## config.mk

```make
export PLATFORM = sky130hd
export DESIGN_NAME = ddram_arbiter
export DESIGN_NICKNAME = d
export VERILOG_FILES = /design/src/rtl/ddram_arbiter.sv
export SDC_FILE = /design/constraint.sdc
export NUM_CORES = 1
export LEC_CHECK = 0
export ABC_AREA = 1
export BUFFER_PORTS_ARGS = -buffer_cell sky130_fd_sc_hd__buf_2
export CAP_MARGIN = 20
export CORE_AREA = 2 2 184 186
export CTS_CLUSTER_DIAMETER = 80
export CTS_CLUSTER_SIZE = 40
export DETAILED_ROUTE_END_ITERATION = 10
export DIE_AREA = 0 0 186 188
export PLACE_DENSITY_LB_ADDON = 0.2
export SLEW_MARGIN = 5
export SYNTH_ARGS = -nofsm -noshare
export SYNTH_HDL_FRONTEND = slang
export SYNTH_SLANG_ARGS = --single-unit
```

## constraint.sdc

```tcl
create_clock -name clk -period 2.2 [get_ports clk]
set_input_delay 0.66 -clock clk [delete_from_list [all_inputs] [get_ports clk]]
set_output_delay 0.66 -clock clk [all_outputs]
set_load 0.01 [all_outputs]
```

## src/rtl/ddram_arbiter.sv

```systemverilog
// Two-requester round-robin burst arbiter for the shared DDRAM port; whole bursts are granted, 1-cycle request-to-DDRAM latency.
// Backpressure: granted requester sees ddr_busy, the other sees busy=1. Optional read watchdog: define DDRAM_ARB_WATCHDOG_EN.
module ddram_arbiter #(
  parameter int AW        = 29,
  parameter int DW        = 64,
  parameter int BW        = 8,
  parameter int WD_CYCLES = 4096
) (
  input  logic              clk,
  input  logic              reset_n,

  input  logic [AW-1:0]     p0_addr,
  input  logic [BW-1:0]     p0_burstcnt,
  input  logic              p0_rd,
  input  logic              p0_we,
  input  logic [DW-1:0]     p0_din,
  input  logic [DW/8-1:0]   p0_be,
  output logic              p0_busy,
  output logic              p0_dout_ready,

  input  logic [AW-1:0]     p1_addr,
  input  logic [BW-1:0]     p1_burstcnt,
  input  logic              p1_rd,
  input  logic              p1_we,
  input  logic [DW-1:0]     p1_din,
  input  logic [DW/8-1:0]   p1_be,
  output logic              p1_busy,
  output logic              p1_dout_ready,

  output logic [DW-1:0]     dout,

  input  logic              ddr_busy,
  output logic [AW-1:0]     ddr_addr,
  output logic [BW-1:0]     ddr_burstcnt,
  output logic              ddr_rd,
  output logic              ddr_we,
  output logic [DW-1:0]     ddr_din,
  output logic [DW/8-1:0]   ddr_be,
  input  logic [DW-1:0]     ddr_dout,
  input  logic              ddr_dout_ready,

  output logic              grant,
  output logic              err
);

  localparam logic [1:0] S_IDLE   = 2'd0;
  localparam logic [1:0] S_GRANT  = 2'd1;
  localparam logic [1:0] S_WBURST = 2'd2;
  localparam logic [1:0] S_RDATA  = 2'd3;

  logic [1:0]      state;
  logic [BW-1:0]   cnt;

  logic [AW-1:0]   sel_addr;
  logic [BW-1:0]   sel_bc;
  logic            sel_rd;
  logic            sel_we;
  logic [DW-1:0]   sel_din;
  logic [DW/8-1:0] sel_be;
  logic            bc_zero;
  logic [BW-1:0]   bc_eff;
  logic            passthru;
  logic            port_busy;
  logic            rdata_beat;
  logic            xfer_we;
  logic            xfer_rd;
  logic            req0;
  logic            req1;

  always_comb begin
    sel_addr = grant ? p1_addr     : p0_addr;
    sel_bc   = grant ? p1_burstcnt : p0_burstcnt;
    sel_rd   = grant ? p1_rd       : p0_rd;
    sel_we   = grant ? p1_we       : p0_we;
    sel_din  = grant ? p1_din      : p0_din;
    sel_be   = grant ? p1_be       : p0_be;
  end

  // A zero burst count is carried out as a single beat.
  assign bc_zero = (sel_bc == '0);
  assign bc_eff  = bc_zero ? BW'(1) : sel_bc;

  assign passthru     = (state == S_GRANT) || (state == S_WBURST);
  assign ddr_addr     = sel_addr;
  assign ddr_burstcnt = bc_eff;
  assign ddr_din      = sel_din;
  assign ddr_be       = sel_be;
  assign ddr_we       = passthru & sel_we;
  assign ddr_rd       = (state == S_GRANT) & sel_rd & ~sel_we;

  assign port_busy = passthru ? ddr_busy : 1'b1;
  assign p0_busy   = grant ? 1'b1 : port_busy;
  assign p1_busy   = grant ? port_busy : 1'b1;

  assign rdata_beat    = (state == S_RDATA) & ddr_dout_ready;
  assign p0_dout_ready = rdata_beat & ~grant;
  assign p1_dout_ready = rdata_beat &  grant;
  assign dout          = ddr_dout;

  assign xfer_we = ddr_we & ~ddr_busy;
  assign xfer_rd = ddr_rd & ~ddr_busy;
  assign req0    = p0_rd | p0_we;
  assign req1    = p1_rd | p1_we;

`ifdef DDRAM_ARB_WATCHDOG_EN
  localparam int WDW = $clog2(WD_CYCLES + 1);
  localparam logic [WDW-1:0] WD_LAST = WDW'(WD_CYCLES - 1);

  logic [WDW-1:0] wd_cnt;
  logic           wd_fire;

  assign wd_fire = (state == S_RDATA) && !ddr_dout_ready && (wd_cnt == WD_LAST);

  always_ff @(posedge clk or negedge reset_n) begin
    if (!reset_n) begin
      wd_cnt <= '0;
    end else if (state != S_RDATA || ddr_dout_ready) begin
      wd_cnt <= '0;
    end else if (!wd_fire) begin
      wd_cnt <= wd_cnt + WDW'(1);
    end
  end
`else
  logic wd_fire;
  assign wd_fire = 1'b0;
`endif

  always_ff @(posedge clk or negedge reset_n) begin
    if (!reset_n) begin
      state <= S_IDLE;
      grant <= 1'b1;
      cnt   <= '0;
      err   <= 1'b0;
    end else begin
      if (ddr_dout_ready && state != S_RDATA) begin
        err <= 1'b1;
      end
      case (state)
        S_IDLE: begin
          if (req0 && req1) begin
            grant <= ~grant;
            state <= S_GRANT;
          end else if (req0) begin
            grant <= 1'b0;
            state <= S_GRANT;
          end else if (req1) begin
            grant <= 1'b1;
            state <= S_GRANT;
          end
        end
        S_GRANT: begin
          if (xfer_we) begin
            cnt   <= bc_eff - BW'(1);
            state <= (bc_eff == BW'(1)) ? S_IDLE : S_WBURST;
            if (bc_zero) err <= 1'b1;
          end else if (xfer_rd) begin
            cnt   <= bc_eff;
            state <= S_RDATA;
            if (bc_zero) err <= 1'b1;
          end
        end
        S_WBURST: begin
          if (xfer_we) begin
            cnt <= cnt - BW'(1);
            if (cnt <= BW'(1)) state <= S_IDLE;
          end
        end
        S_RDATA: begin
          if (ddr_dout_ready) begin
            cnt <= cnt - BW'(1);
            if (cnt <= BW'(1)) state <= S_IDLE;
          end else if (wd_fire) begin
            // Stalled read: drop the grant so the other requester is not starved.
            err   <= 1'b1;
            state <= S_IDLE;
          end
        end
        default: state <= S_IDLE;
      endcase
    end
  end

endmodule

```

# After elaboration in Yosys (flattened, before gate mapping)
# Index checks and enable logic that the tools add are counted.
dict set report op_classes {
  addsub 2
  order_cmp 1
  eq_ne 9
  n_mux 33
  bitwise 13
  reduce_logical 10
}
# op count
set op_table {}
lappend op_table {{$mux W64} 1}
lappend op_table {{$mux W8} 7}
lappend op_table {{$mux W29} 1}
lappend op_table {{$pmux W8 S3} 1}
lappend op_table {{$mux W2} 9}
lappend op_table {{$sub A8 B1 Y8 const B} 2}
lappend op_table {{$mux W1} 13}
lappend op_table {{$and A1 B1 Y1} 8}
lappend op_table {{$eq A8 B1 Y1 const B} 1}
lappend op_table {{$le A8 B1 Y1 const B} 1}
lappend op_table {{$logic_not A8 Y1} 1}
lappend op_table {{$pmux W2 S4} 1}
lappend op_table {{$reduce_and A4 Y1} 2}
lappend op_table {{$ne A2 B2 Y1 const B} 3}
lappend op_table {{$reduce_bool A3 Y1} 2}
lappend op_table {{$eq A2 B2 Y1 const B} 2}
lappend op_table {{$ne A4 B4 Y1 const B} 1}
lappend op_table {{$ne A3 B3 Y1 const B} 1}
lappend op_table {{$not A1 Y1} 3}
lappend op_table {{$eq A2 B1 Y1 const B} 1}
lappend op_table {{$logic_and A1 B1 Y1} 2}
lappend op_table {{$logic_not A2 Y1} 1}
lappend op_table {{$or A1 B1 Y1} 2}
lappend op_table {{$reduce_and A2 Y1} 1}
lappend op_table {{$logic_or A1 B1 Y1} 1}
dict set report totals {
  regBits 12
  in_bits 290
  output_inout_bits 181
}

# Logic depth before layout (Yosys ltp)
# Gate-level depths: netlist (run 1).
dict set report depth {
  ltp_word 7
  ltp_mapped 19
}

# Least setup slack after synthesis (run 1)
# OpenSTA, ideal clock, no wires.
dict set report synth_path {
  kind {flip-flop to flip-flop}
  from {register grant}
  to {register cnt[4]}
  t_arrival_ns 2.032
  slack_ns 0.052
  path_stages_with_launch 19
  n_path_buf 1
  synth_period_minus_slack_ns 2.148
  cell_sequence {dfstp_2 -> buf_6 -> nand2_1 -> nand2_1 -> nand2_1 -> nor2_2 -> nand2_2 -> nand2_4 -> inv_2 -> ha_1 -> inv_1 -> nor2_4 -> inv_1 -> nor2_2 -> xor2_1 -> nand2_1 -> nand2_1 -> nand2_1 -> nand2_1}
}
dict set report synth_between {
  elab_chain_cells 6
  word_cells_on_any_way 18
  classes_between {1 x add/sub; 2 x eq/ne; 7 x mux; 6 x bitwise; 2 x reduce/logical}
}
# element line_no
set synth_lines {}
lappend synth_lines {{from (decl)} 42} ;# output logic grant,
lappend synth_lines {{from (signal assigned)} 141} ;# grant <= ~grant;
lappend synth_lines {{$mux W8 (*)} 72} ;# sel_bc = grant ? p1_burstcnt : p0_burstcnt;
lappend synth_lines {{$logic_not A8 Y1} 80} ;# assign bc_zero = (sel_bc == '0);
lappend synth_lines {{$mux W8 (*)} 81} ;# assign bc_eff = bc_zero ? BW'(1) : sel_bc;
lappend synth_lines {{net ddr_burstcnt[0]} 34} ;# output logic [BW-1:0] ddr_burstcnt,
lappend synth_lines {{$sub A8 B1 Y8 (*)} 153} ;# cnt <= bc_eff - BW'(1);
lappend synth_lines {{$mux W8 (*)} 152} ;# if (xfer_we) begin
lappend synth_lines {{$pmux W8 S3 (*)} 138} ;# case (state)
lappend synth_lines {{to (signal assigned)} 153}
lappend synth_lines {{to (signal assigned)} 164} ;# cnt <= cnt - BW'(1);
lappend synth_lines {{to (signal assigned)} 170} ;# cnt <= cnt - BW'(1);
lappend synth_lines {{to (decl)} 52} ;# logic [BW-1:0] cnt;
# Mark *: on every way through the listed nets, which the timed path passes. The rest lies on a longest branch. The select of a mux whose other input is x is not followed.
# A chain may end at the register's enable or synchronous reset.

# Final worst setup path (run 1)
dict set report layout_path {
  from {register grant}
  to {output ddr_burstcnt[0]}
}
dict set report layout_between {
  elab_chain_cells 3
}
# element line_no
set layout_lines {}
lappend layout_lines {{$mux W8 (*)} 72}
lappend layout_lines {{$logic_not A8 Y1} 80}
lappend layout_lines {{$mux W8 (*)} 81}
lappend layout_lines {{to (decl)} 34}
# Mark *: on every way between the ends. The rest lies on a longest branch, timed or not.

==> results.rst, run 1 <==
.. list-table::
   :header-rows: 1

   * - Metric
     - Value
   * - Result of the run
     - complete, but fails checks
   * - Violations in the final reports
     - setup timing
   * - Global route hottest layer
     - met2
   * - Area share of the largest cell type after synthesis
     - 45.23%
   * - Number of buffer cells added on primary ports
     - roughly 340
   * - Maximum buffer depth of the clock tree
     - 2
   * - Number of CTS-inserted buffers
     - 3
   * - Total count of hold-check failures in the final report
     - 0
   * - Headroom to the max-slew limit
     - 71.46%
   * - Core outline area
     - about 33000 sq um
   * - Worst reg2reg startpoint
     - grant
   * - Clk Tree Root Cell
     - sky130_fd_sc_hd__clkbuf_16
   * - P_leak
     - 3.693 nW
   * - Horizontal die dimension
     - 186 um
   * - Vias in the first global route
     - approximately 4700
   * - # IOs
     - about 470
   * - Stage delay of the slowest cell on the critical path
     - around 0.69 ns
   * - Top achievable clock speed
     - approximately 420 MHz
   * - Worst reg2reg path depth
     - 19
   * - Cell types with the highest counts after synthesis
     - 367 x sky130_fd_sc_hd__nand2_1, 64 x sky130_fd_sc_hd__buf_4, 47 x sky130_fd_sc_hd__inv_1, 22 x sky130_fd_sc_hd__clkbuf_1, 20 x sky130_fd_sc_hd__nor2_1
   * - Reg-to-reg slack, setup
     - -0.09 ns
   * - Final critical-path share of the clock period
     - 108.5%
   * - Wire length of the first global-routing pass
     - roughly 29000 um
   * - RSZ-0062 raised after global routing
     - yes
   * - Layout Area Growth over Synthesis
     - 106.7%
   * - Crit path time final
     - 2.387 ns
   * - Slowest stage cell on the critical path
     - sky130_fd_sc_hd__dfstp_4
   * - Yosys Warn Count
     - 0
   * - H-tree depth reported by CTS
     - 1
   * - Number of antenna violations at the first check in global routing
     - 4
   * - Max IR drop VDD
     - between 0.0003 and 0.0004 V
   * - Starting DRT DRC Count
     - 145
   * - Global Route met1 Usage
     - between 10% and 20%
   * - Endpoint arrival time on the critical path
     - about 1.7 ns
   * - Slew at the pin closest to its max-slew limit
     - around 0.42 ns
   * - Synthesized net count
     - a little over 900
   * - Worst clock skew
     - roughly 0.0020 ns
   * - Pwr/cell area
     - between 1000 and 1500 nW/um^2
   * - Fin Hold WS
     - approximately 0.31 ns
   * - Total clock sinks
     - 12
   * - Met3 usage
     - roughly 1.2%
   * - Class of the tightest hold or removal check
     - primary input to asynchronous set/reset pin
   * - WL final
     - roughly 22000 um
   * - Count of final setup violators
     - between 100 and 150
   * - Syn avg cell area
     - around 5 sq um
   * - Register clock-pin slew on the reported worst setup and hold paths
     - about 0.050 ns
   * - Sort of element at the end of the critical path
     - output pin
   * - Count of pins over their slew limit
     - 0
   * - Number of rows created at floorplan
     - between 60 and 70
   * - Post-route total power
     - approximately 7.8 mW
   * - Startpoint-to-endpoint class of the critical path
     - flop to output pin
   * - Netlist area before placement
     - 3045 sq um
   * - Number of hold-repair buffers added at the cts stage
     - 0
   * - Antenna viol nets, final
     - 0
   * - Cell taking the most area after synthesis
     - sky130_fd_sc_hd__nand2_1
   * - Source-to-sink clock delay at the later pin of the worst-skew pair
     - around 0.24 ns
   * - Crit Reg-Reg Endpoint
     - cnt[4]
   * - Pin count of the biggest net entering global routing
     - 52
   * - Ratio of routed vias to standard cells
     - ~3.5
   * - Global-route congestion overflow total
     - 0
   * - Area of the die
     - 34970 sq um
   * - Distinct cell type count after synthesis
     - 30
   * - Main flop type after synthesis
     - sky130_fd_sc_hd__dfrtp_1
   * - Total via count after detailed routing
     - 4779
   * - Largest cells by area after synthesis
     - sky130_fd_sc_hd__nand2_1 45%, sky130_fd_sc_hd__buf_4 16%, sky130_fd_sc_hd__dfrtp_1 9.0%
   * - Clock tree from TritonCTS
     - yes
   * - Count of flip-flops with a built-in enable after synthesis
     - 0
   * - Cell family with the largest share of critical-path delay
     - flip-flops
   * - Count of mapped cells out of synthesis
     - 610
   * - MaxCap Viol Count
     - 0
   * - Most frequent cell after synthesis
     - sky130_fd_sc_hd__nand2_1
   * - Number of flip-flops and latches in the synthesized netlist
     - 12
   * - Share of layout cells above drive strength 1
     - between 50% and 60%
   * - Maximum fanout count along the critical path
     - 6
   * - DR DRC count
     - 0
   * - # nets final
     - around 1200
   * - HPWL reported at the end of detailed placement
     - around 17000 um
   * - Final WS setup
     - -0.1870 ns
   * - DR WL/cell
     - roughly 16 um
   * - Cell breakdown of the critical path
     - buf_6 > nand2_2 > nand2_2 > nand2_2 > nor2_4 > nand2_2 > nand2_4 > buf_6 > buf_6
   * - Async set-reset flop share out of synthesis
     - between 90% and 100%
   * - Cell with the most instances on the worst path
     - sky130_fd_sc_hd__nand2_2
   * - Sequential area share after synthesis
     - 9.901%
   * - Starting density of the core
     - under 10%
   * - CP Data Required Time
     - between 1.5 and 2 ns
   * - Final GP Congestion
     - 0.7858
   * - Element type at the critical path start
     - flop
   * - Met2 Track Usage GR
     - around a fifth
   * - Count of buffer and inverter cells on the critical path
     - 3
   * - First drt pass iteration count
     - 5
   * - Global routing usage summed across all routing layers
     - about 11%
   * - DIE HEIGHT
     - between 150 and 200 um
[kinds of logic (layout without fill, tap and decap cells)]
kind of cell | Yosys count | after routing | share of synthesized area [%]
other | 0 | 1 | 0
AND/OR/NAND/NOR | 417 | 417 | 54.15
XOR/XNOR | 4 | 4 | 1.150
adder cells (fa/ha/maj) | 8 | 8 | 3.287
flip-flops | 12 | 12 | 9.901
buffers and inverters | 139 | 456 | 25.55
AO/OA/AOI/OAI | 30 | 30 | 5.957
[area by class of cell]
cell class	count	area, sq um
Multi-Input combinational cell	459	2462
Clock buffer	4	88.84
Sequential cell	12	305.3
Fill cell	3903	26820
Tap cell	448	560.5
Timing Repair Buffer	402	2676
Antenna cell	1	2.502
Inverter	50	200.2
[registers in the layout, summed over array words and instances, names as in the netlist]
register / count
grant: 1
err: 1
state: 2
cnt: 8
[cell usage in the layout (no fill, tap or decap), drive strengths merged, types with 2 or more instances in the layout]
cell | synthesis | layout
nor3 | 4 | 4
o211ai | 2 | 2
clkbuf | 22 | 10
xor2 | 4 | 4
dfrtp | 11 | 11
inv | 50 | 50
nand2 | 372 | 372
o21ai | 18 | 18
nand4 | 3 | 3
a21oi | 6 | 6
ha | 8 | 8
buf | 67 | 396
a21boi | 2 | 2
nor2 | 25 | 25
nand3 | 11 | 11
[repair_timing]
item / CTS / global route
pin swaps: 3 / 71
gates resized for setup: 47 / 193
endpoints found under the setup margin: 121 / 121
cloned: 4 / 7
buffers inserted: 10 / 9
[worst max path at each step]
stage	from	end	slack (ns)	depth (start not counted)
final	grant	ddr_burstcnt[0]	-0.19	9
after global routing	grant	ddr_burstcnt[0]	-0.26	9
after CTS	grant	ddr_burstcnt[0]	-0.21	9
after detailed placement	p1_burstcnt[1]	cnt[4]	-0.12	19
after global placement	p1_burstcnt[1]	cnt[4]	-0.13	19
after floorplan	grant	cnt[4]	0.05	18
[metal layers]
metal | part of all wire [%] | vias to the layer above
met2 | 52 | 152
li1 | - | 2398
met5 | 0 | -
met3 | 3.8 | 38
met1 | 42 | 2191
met4 | 2.0 | 0
[power breakdown]
group	switching, mW	total (mW)	internal, mW
clock	0.111	0.387	0.276
sequential	0.105	0.450	0.345
combinational	3.86	6.92	3.06
[per-stage QoR]
stage | utilization [%] | std cells | worst slack [ns] | TNS [ns] | cell area, sq um
6_report | 19.01 | 1376 | -0.1870 | -11.40 | 6296
5_1_grt | 19.01 | 1376 | -0.2646 | -20.00 | 6296
4_1_cts | 16.47 | 1364 | -0.2130 | -17.07 | 5454
3_5_place_dp | 15.20 | 1346 | -0.1240 | -0.4486 | 5032
3_3_place_gp | 15.20 | 1346 | -0.1306 | -0.3988 | 5032
2_1_floorplan | - | 610 | 0.05155 | 0 | 3045
(Power assumes the default switching activity.)
==> inputs of run 2 (changes only) <==
--- a/config.mk
+++ b/config.mk
@@ -5,14 +5,13 @@
 export SDC_FILE = /design/constraint.sdc
 export NUM_CORES = 1
 export LEC_CHECK = 0
-export ABC_AREA = 1
 export BUFFER_PORTS_ARGS = -buffer_cell sky130_fd_sc_hd__buf_2
 export CAP_MARGIN = 20
-export CORE_AREA = 2 2 184 186
+export CORE_AREA = 2 2 181 183
 export CTS_CLUSTER_DIAMETER = 80
 export CTS_CLUSTER_SIZE = 40
 export DETAILED_ROUTE_END_ITERATION = 10
-export DIE_AREA = 0 0 186 188
+export DIE_AREA = 0 0 183 185
 export PLACE_DENSITY_LB_ADDON = 0.2
 export SLEW_MARGIN = 5
 export SYNTH_ARGS = -nofsm -noshare
==> run 2 against run 1 <==
- the flow still finishes with violations (setup timing)
- highest routed layer unchanged
- wire length shrank 5.1%
- synthesized cell count fell by 46%
- clock-buffer cell count stayed put
- combinational power down 1%
- global-route usage about the same
- flip-flop and latch count stayed put
- final cell count decreased by 20%
- clock skew down 0.0012 ns
- sequential share of layout area is 0.31 points lower
- power fell by 1.7%
==> results.rst, run 2 <==
.. list-table::
   :header-rows: 1

   * - Metric
     - Value
   * - Result of the run
     - complete, but fails checks
   * - Violations in the final reports
     - setup timing
   * - Worst clock skew
     - 0.0007878 ns (-0.001244 ns)
   * - Number of flip-flops under the largest register name
     - 8 (unchanged)
   * - Reg with most FFs
     - cnt
   * - Final WS setup
     - -0.3906 ns (-0.2036 ns)
   * - Number of CTS-inserted buffers
     - 3 (unchanged)
   * - Sort of element at the end of the critical path
     - output pin
   * - Total clock sinks
     - 12 (unchanged)
   * - Source-to-sink clock delay at the later pin of the worst-skew pair
     - 0.24 ns (about the same)
   * - Syn avg cell area
     - 8.887 sq um (+78%)
   * - Maximum fanout count along the critical path
     - 6 (unchanged)
   * - Vias in the first global route
     - 3995 (-15%)
   * - Maximum buffer depth of the clock tree
     - 2 (unchanged)
   * - # nets final
     - 985 (-20%)
   * - Global-route congestion overflow total
     - 0 (unchanged)
   * - H-tree depth reported by CTS
     - 1 (unchanged)
   * - Most frequent cell after synthesis
     - sky130_fd_sc_hd__mux2_2
   * - Post-place setup slack
     - -0.2457 ns (-0.1217 ns)
   * - Largest cells by area after synthesis
     - sky130_fd_sc_hd__mux2_2 41%, sky130_fd_sc_hd__buf_4 17%, sky130_fd_sc_hd__dfrtp_1 9.4%
   * - HPWL reported at the end of detailed placement
     - 17410 um (+3.5%)
   * - MaxCap Viol Count
     - 0 (unchanged)
   * - Number of rows created at floorplan
     - 66 (-1.5%)
   * - Max IR drop VDD
     - 0.0002714 V (-24%)
   * - Clk Tree Root Cell
     - sky130_fd_sc_hd__clkbuf_16
   * - Top achievable clock speed
     - 386.0 MHz (-7.9%)
   * - Pwr/cell area
     - 1134 nW/um^2 (-8.0%)
   * - Register clock-pin slew on the reported worst setup and hold paths
     - 0.05 ns (about the same)
   * - Wire length of the first global-routing pass
     - 27170 um (-6.3%)
   * - Horizontal die dimension
     - 183 um (-1.6%)
   * - Starting DRT DRC Count
     - 110 (-24%)
   * - Synthesized net count
     - 629 (-31%)
   * - Area share of the largest cell type after synthesis
     - 40.96% (-4.3 points)
   * - Async set-reset flop share out of synthesis
     - 100.0% (unchanged)
   * - FILL cells
     - 3534 (-9.5%)
   * - Class of the tightest hold or removal check
     - primary input to asynchronous set/reset pin
   * - # IOs
     - 471 (unchanged)
   * - Count of final setup violators
     - 122 (+8.9%)
   * - Endpoint arrival time on the critical path
     - 1.93 ns (+0.20 ns)
   * - Count of flip-flops with a built-in enable after synthesis
     - 0 (unchanged)
   * - Global routing usage summed across all routing layers
     - 11.04% (about the same)
   * - Number of antenna violations at the first check in global routing
     - 4 (unchanged)
   * - P_leak
     - 3.343 nW (-9.5%)
   * - Largest regs
     - cnt (8), state (2)
   * - Slew at the pin closest to its max-slew limit
     - 0.4061 ns (-0.01805 ns)
   * - Ratio of routed vias to standard cells
     - 3.560 (+2.5%)
   * - Cell taking the most area after synthesis
     - sky130_fd_sc_hd__mux2_2
   * - Total count of hold-check failures in the final report
     - 0 (unchanged)
   * - Distinct cell type count after synthesis
     - 49 (+63%)
   * - Count of mapped cells out of synthesis
     - 331 (-46%)
   * - DR DRC count
     - 0 (unchanged)
   * - Netlist area before placement
     - 2942 sq um (-3.4%)
   * - Layout Area Growth over Synthesis
     - 128.8%
   * - RSZ-0062 raised after global routing
     - yes
   * - WL final
     - 20630 um (-5.1%)
   * - Element type at the critical path start
     - flop
   * - Final GP Congestion
     - 0.8147 (+3.7%)
   * - Yosys Warn Count
     - 0 (unchanged)
   * - Starting density of the core
     - 9.181% (-0.016 points)
   * - CP Data Required Time
     - 1.54 ns (about the same)
   * - Worst reg2reg path depth
     - 12 (-7)
   * - Headroom to the max-slew limit
     - 72.68% (+1.2 points)
   * - Number of hold-repair buffers added at the cts stage
     - 0 (unchanged)
   * - DIE HEIGHT
     - 185 um (-1.6%)
   * - Most common cell after layout, fill and taps aside
     - sky130_fd_sc_hd__buf_2
   * - Sequential area share after synthesis
     - 10.25% (+0.35 points)
   * - Number of buffer cells added on primary ports
     - 342 (unchanged)
   * - Cell types with the highest counts after synthesis
     - 107 x sky130_fd_sc_hd__mux2_2, 65 x sky130_fd_sc_hd__buf_4, 19 x sky130_fd_sc_hd__nor2_1, 11 x sky130_fd_sc_hd__dfrtp_1, 11 x sky130_fd_sc_hd__o21ai_0
   * - Core outline area
     - 32040 sq um (-3.2%)
   * - Number of flip-flops and latches in the synthesized netlist
     - 12 (unchanged)
   * - Share of layout cells above drive strength 1
     - 85.71% (+27 points)
   * - Sum Neg Setup Slack
     - -34.07 ns (-22.67 ns)
   * - Pin count of the biggest net entering global routing
     - 40 (-23%)
   * - DR WL/cell
     - 18.81 um (+19%)
   * - Final critical-path share of the clock period
     - 117.8% (+9.3 points)
   * - Commonest cells after routing, fill and taps aside
     - 268 x sky130_fd_sc_hd__buf_2, 101 x sky130_fd_sc_hd__buf_6, 69 x sky130_fd_sc_hd__mux2_4
   * - Clock tree from TritonCTS
     - yes
   * - Antenna viol nets, final
     - 0 (unchanged)
   * - Count of pins over their slew limit
     - 0 (unchanged)
   * - Total via count after detailed routing
     - 3905 (-18%)
   * - First drt pass iteration count
     - 4 (-1)
   * - Crit path time final
     - 2.591 ns (+0.2036 ns)
   * - Area of the die
     - 33860 sq um (-3.2%)
   * - Startpoint-to-endpoint class of the critical path
     - flop to output pin
   * - Main flop type after synthesis
     - sky130_fd_sc_hd__dfrtp_1
[run 2: worst max-delay path, stage by stage (launching register included)]
cell and delay (ns):
sky130_fd_sc_hd__dfstp_4 0.63, sky130_fd_sc_hd__buf_6 0.12, sky130_fd_sc_hd__buf_12 0.10, sky130_fd_sc_hd__buf_12 0.13
sky130_fd_sc_hd__buf_8 0.12, sky130_fd_sc_hd__buf_16 0.13, sky130_fd_sc_hd__mux2_4 0.32, sky130_fd_sc_hd__buf_6 0.13
[run 2: through the flow]
step	cells	utilization, %	power (mW)	cell area, sq um	hold WS [ns]
detailed placement	1050	15.93	4.885	5105	0.5083
global route	1096	20.99	8.071	6726	0.3394
global placement	1050	15.93	4.957	5105	0.5199
floorplan	331	-	3.237	3068	0.3644
finish	1097	21.00	7.629	6729	0.3128
CTS	1084	20.00	7.288	6407	0.3298
[run 2: cell families after synthesis]
family / share of synthesized area, %
mux: 43.00
buf+inv: 20.67
simple gates: 10.63
compound gates: 10.55
flops: 10.25
fa+ha+maj: 3.403
xor+xnor: 1.489
[run 2: path summary, 6_finish.rpt]
| path | end | start | slack [ns] |
|---|---|---|---|
| setup / recovery | ddr_din[17] | grant | -0.39 |
| max in group asynchronous | grant | reset_n | 1.60 |
| min in group clk | cnt[6] | cnt[6] | 0.52 |
| hold reg to reg | cnt[6] | cnt[6] | 0.52 |
| hold / removal | cnt[1] | reset_n | 0.31 |
| setup reg to reg | cnt[4] | grant | -0.31 |
[run 2: area by class of cell]
type | instances | area [sq um] | area share (%)
Sequential cell | 12 | 305.3 | 4.537
Timing Repair Buffer | 432 | 3204 | 47.62
Antenna cell | 3 | 7.507 | 0.1116
Inverter | 9 | 36.28 | 0.5392
Multi-Input combinational cell | 229 | 2576 | 38.29
Tap cell | 408 | 510.5 | 7.586
Clock buffer | 4 | 88.84 | 1.320
[run 2: per-layer routing]
metal  track usage, %  vias up  part of all wire, %
li1                 -     1850                    -
met1            13.08     1848                   41
met2            19.89      189                   50
met3            3.500       18                  7.9
met4            1.504        0                 0.78
met5                0        -                    0
[run 2: repair_timing]
item                                    CTS  global route
endpoints found under the hold margin     0             0
cloned                                    6             1
gates resized for setup                 193            62
buffers inserted                         25            12
endpoints found under the setup margin  124           126
pin swaps                                26            19
[run 2: report_power, final]
group	internal (mW)	leakage, nW	switching (mW)
logic	3.99	3.16	2.83
registers	0.344	0.138	0.0867
clock network	0.275	0.0442	0.105
==> inputs of run 3 (changes only) <==
--- a/config.mk
+++ b/config.mk
@@ -12,6 +12,7 @@
 export CTS_CLUSTER_SIZE = 40
 export DETAILED_ROUTE_END_ITERATION = 10
 export DIE_AREA = 0 0 183 185
+export MAX_ROUTING_LAYER = met4
 export PLACE_DENSITY_LB_ADDON = 0.2
 export SLEW_MARGIN = 5
 export SYNTH_ARGS = -nofsm -noshare
==> run 3 against run 2 <==
- the flow still finishes with violations (setup timing)
- largest power group unchanged
- sequential power barely moved
- non-clock buffer count did not move
- final cell count down 0.18%
- clock power grew 1%
- critical path depth is the same
- worst hold slack barely moved
- via count rose by 0.28%
- critical endpoint unchanged
- flip-flop and latch count stayed put
==> results.rst, run 3 (synthesized netlist as in run 2, its figures left out) <==
.. list-table::
   :header-rows: 1

   * - Metric
     - Value
   * - Result of the run
     - complete, but fails checks
   * - Violations in the final reports
     - setup timing
   * - # IOs
     - 471 (unchanged)
   * - P_leak
     - 3.350 nW (+0.22%)
   * - Source-to-sink clock delay at the later pin of the worst-skew pair
     - 0.24 ns (about the same)
   * - Post-route total power
     - 7.665 mW (+0.47%)
   * - Pwr/cell area
     - 1137 nW/um^2 (+0.29%)
   * - HPWL reported at the end of detailed placement
     - 17410 um (unchanged)
   * - # nets final
     - 985 (unchanged)
   * - Crit path time final
     - 2.595 ns (+0.004342 ns)
   * - Ratio of routed vias to standard cells
     - 3.576 (+0.46%)
   * - Headroom to the max-slew limit
     - 72.18% (-0.50 points)
   * - Final GP Congestion
     - 0.8268 (+1.5%)
   * - Total via count after detailed routing
     - 3916 (+0.28%)
   * - Total count of hold-check failures in the final report
     - 0 (unchanged)
   * - Slowest stage cell on the critical path
     - sky130_fd_sc_hd__dfstp_4
   * - Global routing usage summed across all routing layers
     - 11.36% (+0.32 points)
   * - Clk Tree Root Cell
     - sky130_fd_sc_hd__clkbuf_16
   * - Element type at the critical path start
     - flop
   * - Number of antenna violations at the first check in global routing
     - 2 (-2)
   * - Top achievable clock speed
     - 385.4 MHz (-0.17%)
   * - Sequential cell fraction of total power
     - 5.6% (about the same)
   * - Global-route congestion overflow total
     - 0 (unchanged)
   * - Max IR drop VDD
     - 0.0002733 V (+0.71%)
   * - Endpoint arrival time on the critical path
     - 1.93 ns (about the same)
   * - Final critical-path share of the clock period
     - 118.0% (+0.20 points)
   * - Pin count of the biggest net entering global routing
     - 40 (unchanged)
   * - Switching power total
     - 3.040 mW (+0.62%)
   * - Startpoint-to-endpoint class of the critical path
     - flop to output pin
   * - Clock tree from TritonCTS
     - yes
   * - Stage delay of the slowest cell on the critical path
     - 0.63 ns (about the same)
   * - Class of the tightest hold or removal check
     - primary input to asynchronous set/reset pin
   * - Share of layout cells above drive strength 1
     - 85.71% (unchanged)
   * - DR WL/cell
     - 18.82 um (about the same)
   * - Vias in the first global route
     - 4013 (+0.45%)
   * - Register clock-pin slew on the reported worst setup and hold paths
     - 0.05 ns (about the same)
   * - Reg-to-reg slack, setup
     - -0.30 ns (about the same)
   * - Crit Reg-Reg Endpoint
     - cnt[4]
   * - Cell breakdown of the critical path
     - buf_6 > buf_12 > buf_12 > buf_8 > buf_16 > mux2_4 > buf_6
   * - Core outline area
     - 32040 sq um (unchanged)
   * - Reg with most FFs
     - cnt
   * - WL final
     - 20600 um (-0.15%)
   * - MaxCap Viol Count
     - 0 (unchanged)
   * - CP Data Required Time
     - 1.54 ns (about the same)
   * - Number of rows created at floorplan
     - 66 (unchanged)
   * - Final WS setup
     - -0.3949 ns (-0.004342 ns)
   * - Worst reg2reg startpoint
     - grant
   * - Count of final setup violators
     - 122 (unchanged)
   * - Starting DRT DRC Count
     - 87 (-21%)
   * - RSZ-0062 raised after global routing
     - yes
   * - Most common cell after layout, fill and taps aside
     - sky130_fd_sc_hd__buf_2
   * - Wire length of the first global-routing pass
     - 27210 um (+0.15%)
   * - Sum Neg Setup Slack
     - -34.21 ns (-0.1414 ns)
   * - Post-place setup slack
     - -0.2457 ns (unchanged)
   * - Fin util
     - 21.04% (+0.039 points)
   * - Starting density of the core
     - 9.181% (unchanged)
   * - Antenna viol nets, final
     - 0 (unchanged)
   * - Slew at the pin closest to its max-slew limit
     - 0.4135 ns (+0.007435 ns)
   * - Maximum buffer depth of the clock tree
     - 2 (unchanged)
   * - Design internal power
     - 4.625 mW (+0.37%)
   * - Total clock sinks
     - 12 (unchanged)
   * - Area of the die
     - 33860 sq um (unchanged)
   * - Layout Area Growth over Synthesis
     - 129.2%
   * - First drt pass iteration count
     - 4 (unchanged)
   * - Number of CTS-inserted buffers
     - 3 (unchanged)
   * - Largest regs
     - cnt (8), state (2)
   * - DIE HEIGHT
     - 185 um (unchanged)
   * - Commonest cells after routing, fill and taps aside
     - 267 x sky130_fd_sc_hd__buf_2, 102 x sky130_fd_sc_hd__buf_6, 70 x sky130_fd_sc_hd__mux2_4
   * - Maximum fanout count along the critical path
     - 6 (unchanged)
   * - Worst reg2reg path depth
     - 12 (unchanged)
   * - Fraction of power consumed by combinational cells
     - 89.3% (about the same)
   * - Number of buffer cells added on primary ports
     - 342 (unchanged)
   * - Number of flip-flops under the largest register name
     - 8 (unchanged)
   * - Horizontal die dimension
     - 183 um (unchanged)
   * - H-tree depth reported by CTS
     - 1 (unchanged)
   * - DR DRC count
     - 0 (unchanged)
   * - Sort of element at the end of the critical path
     - output pin
   * - Worst clock skew
     - 0.001122 ns (+0.0003338 ns)
   * - Share of power burned in the clock network
     - 5.0% (about the same)
   * - Count of pins over their slew limit
     - 0 (unchanged)
   * - Switching Fraction
     - 39.66% (+0.060 points)
-- run 3: cell types whose count changed in the layout (fill, tap and decap cells not counted), sizes merged --
cell / previous run / this run
diode: 3 / 1
-- run 3: area by class of cell --
class / count / area (sq um)
antenna: 1 / 2.502
multi-input combinational: 229 / 2587
tap: 408 / 510.5
clock buffer: 4 / 88.84
sequential: 12 / 305.3
timing repair buffer: 432 / 3211
fill: 3533 / 25300
inverter: 9 / 36.28
-- run 3: routing by layer --
layer / vias to the layer above / wire (um) / track usage, %
li1: 1848 / - / -
met3: 17 / 1524 / 3.244
met1: 1863 / 8623 / 13.21
met4: 0 / 161 / 1.504
met5: - / 0 / -
met2: 188 / 10290 / 19.92
-- run 3: how the worst max path moves through the flow --
stage                     startpoint         endpoint  slack (ns)
after floorplan                grant           cnt[6]       -0.04
after global placement         grant           cnt[5]       -0.25
after detailed placement       grant      ddr_din[50]       -0.25
after CTS                      grant  ddr_burstcnt[0]       -0.40
after global routing           grant  ddr_burstcnt[0]       -0.44
final                          grant      ddr_din[17]       -0.39
-- run 3: what timing repair did --
| action | CTS | global route |
|---|---|---|
| pin swaps | 26 | 19 |
| cloned | 6 | 1 |
| setup buffers | 25 | 12 |
| hold buffers | 0 | 0 |
| setup endpoints to repair | 124 | 126 |
| gates resized for setup | 193 | 65 |
-- run 3: critical path: cells and delay by family, from the launching register on --
family / cells / cell delay (ns)
flip-flops: 1 / 0.63
multiplexers: 1 / 0.32
buffers and inverters: 6 / 0.73
-- run 3: through the flow --
step	std cells	instance area, sq um	hold WS [ns]
floorplan	331	3068	0.3644
global placement	1050	5105	0.5199
detailed placement	1050	5105	0.5083
CTS	1084	6407	0.3298
global route	1095	6741	0.3396
finish	1095	6741	0.3133
-- run 3: power by group through the flow --
stage               Clock [mW]  Combinational, mW  Sequential [mW]
floorplan                    0               2.82            0.413
detailed placement           0               4.42            0.463
global route             0.401               7.25            0.450
global placement             0               4.49            0.467
CTS                      0.393               6.46            0.431
finish                   0.385               6.85            0.432
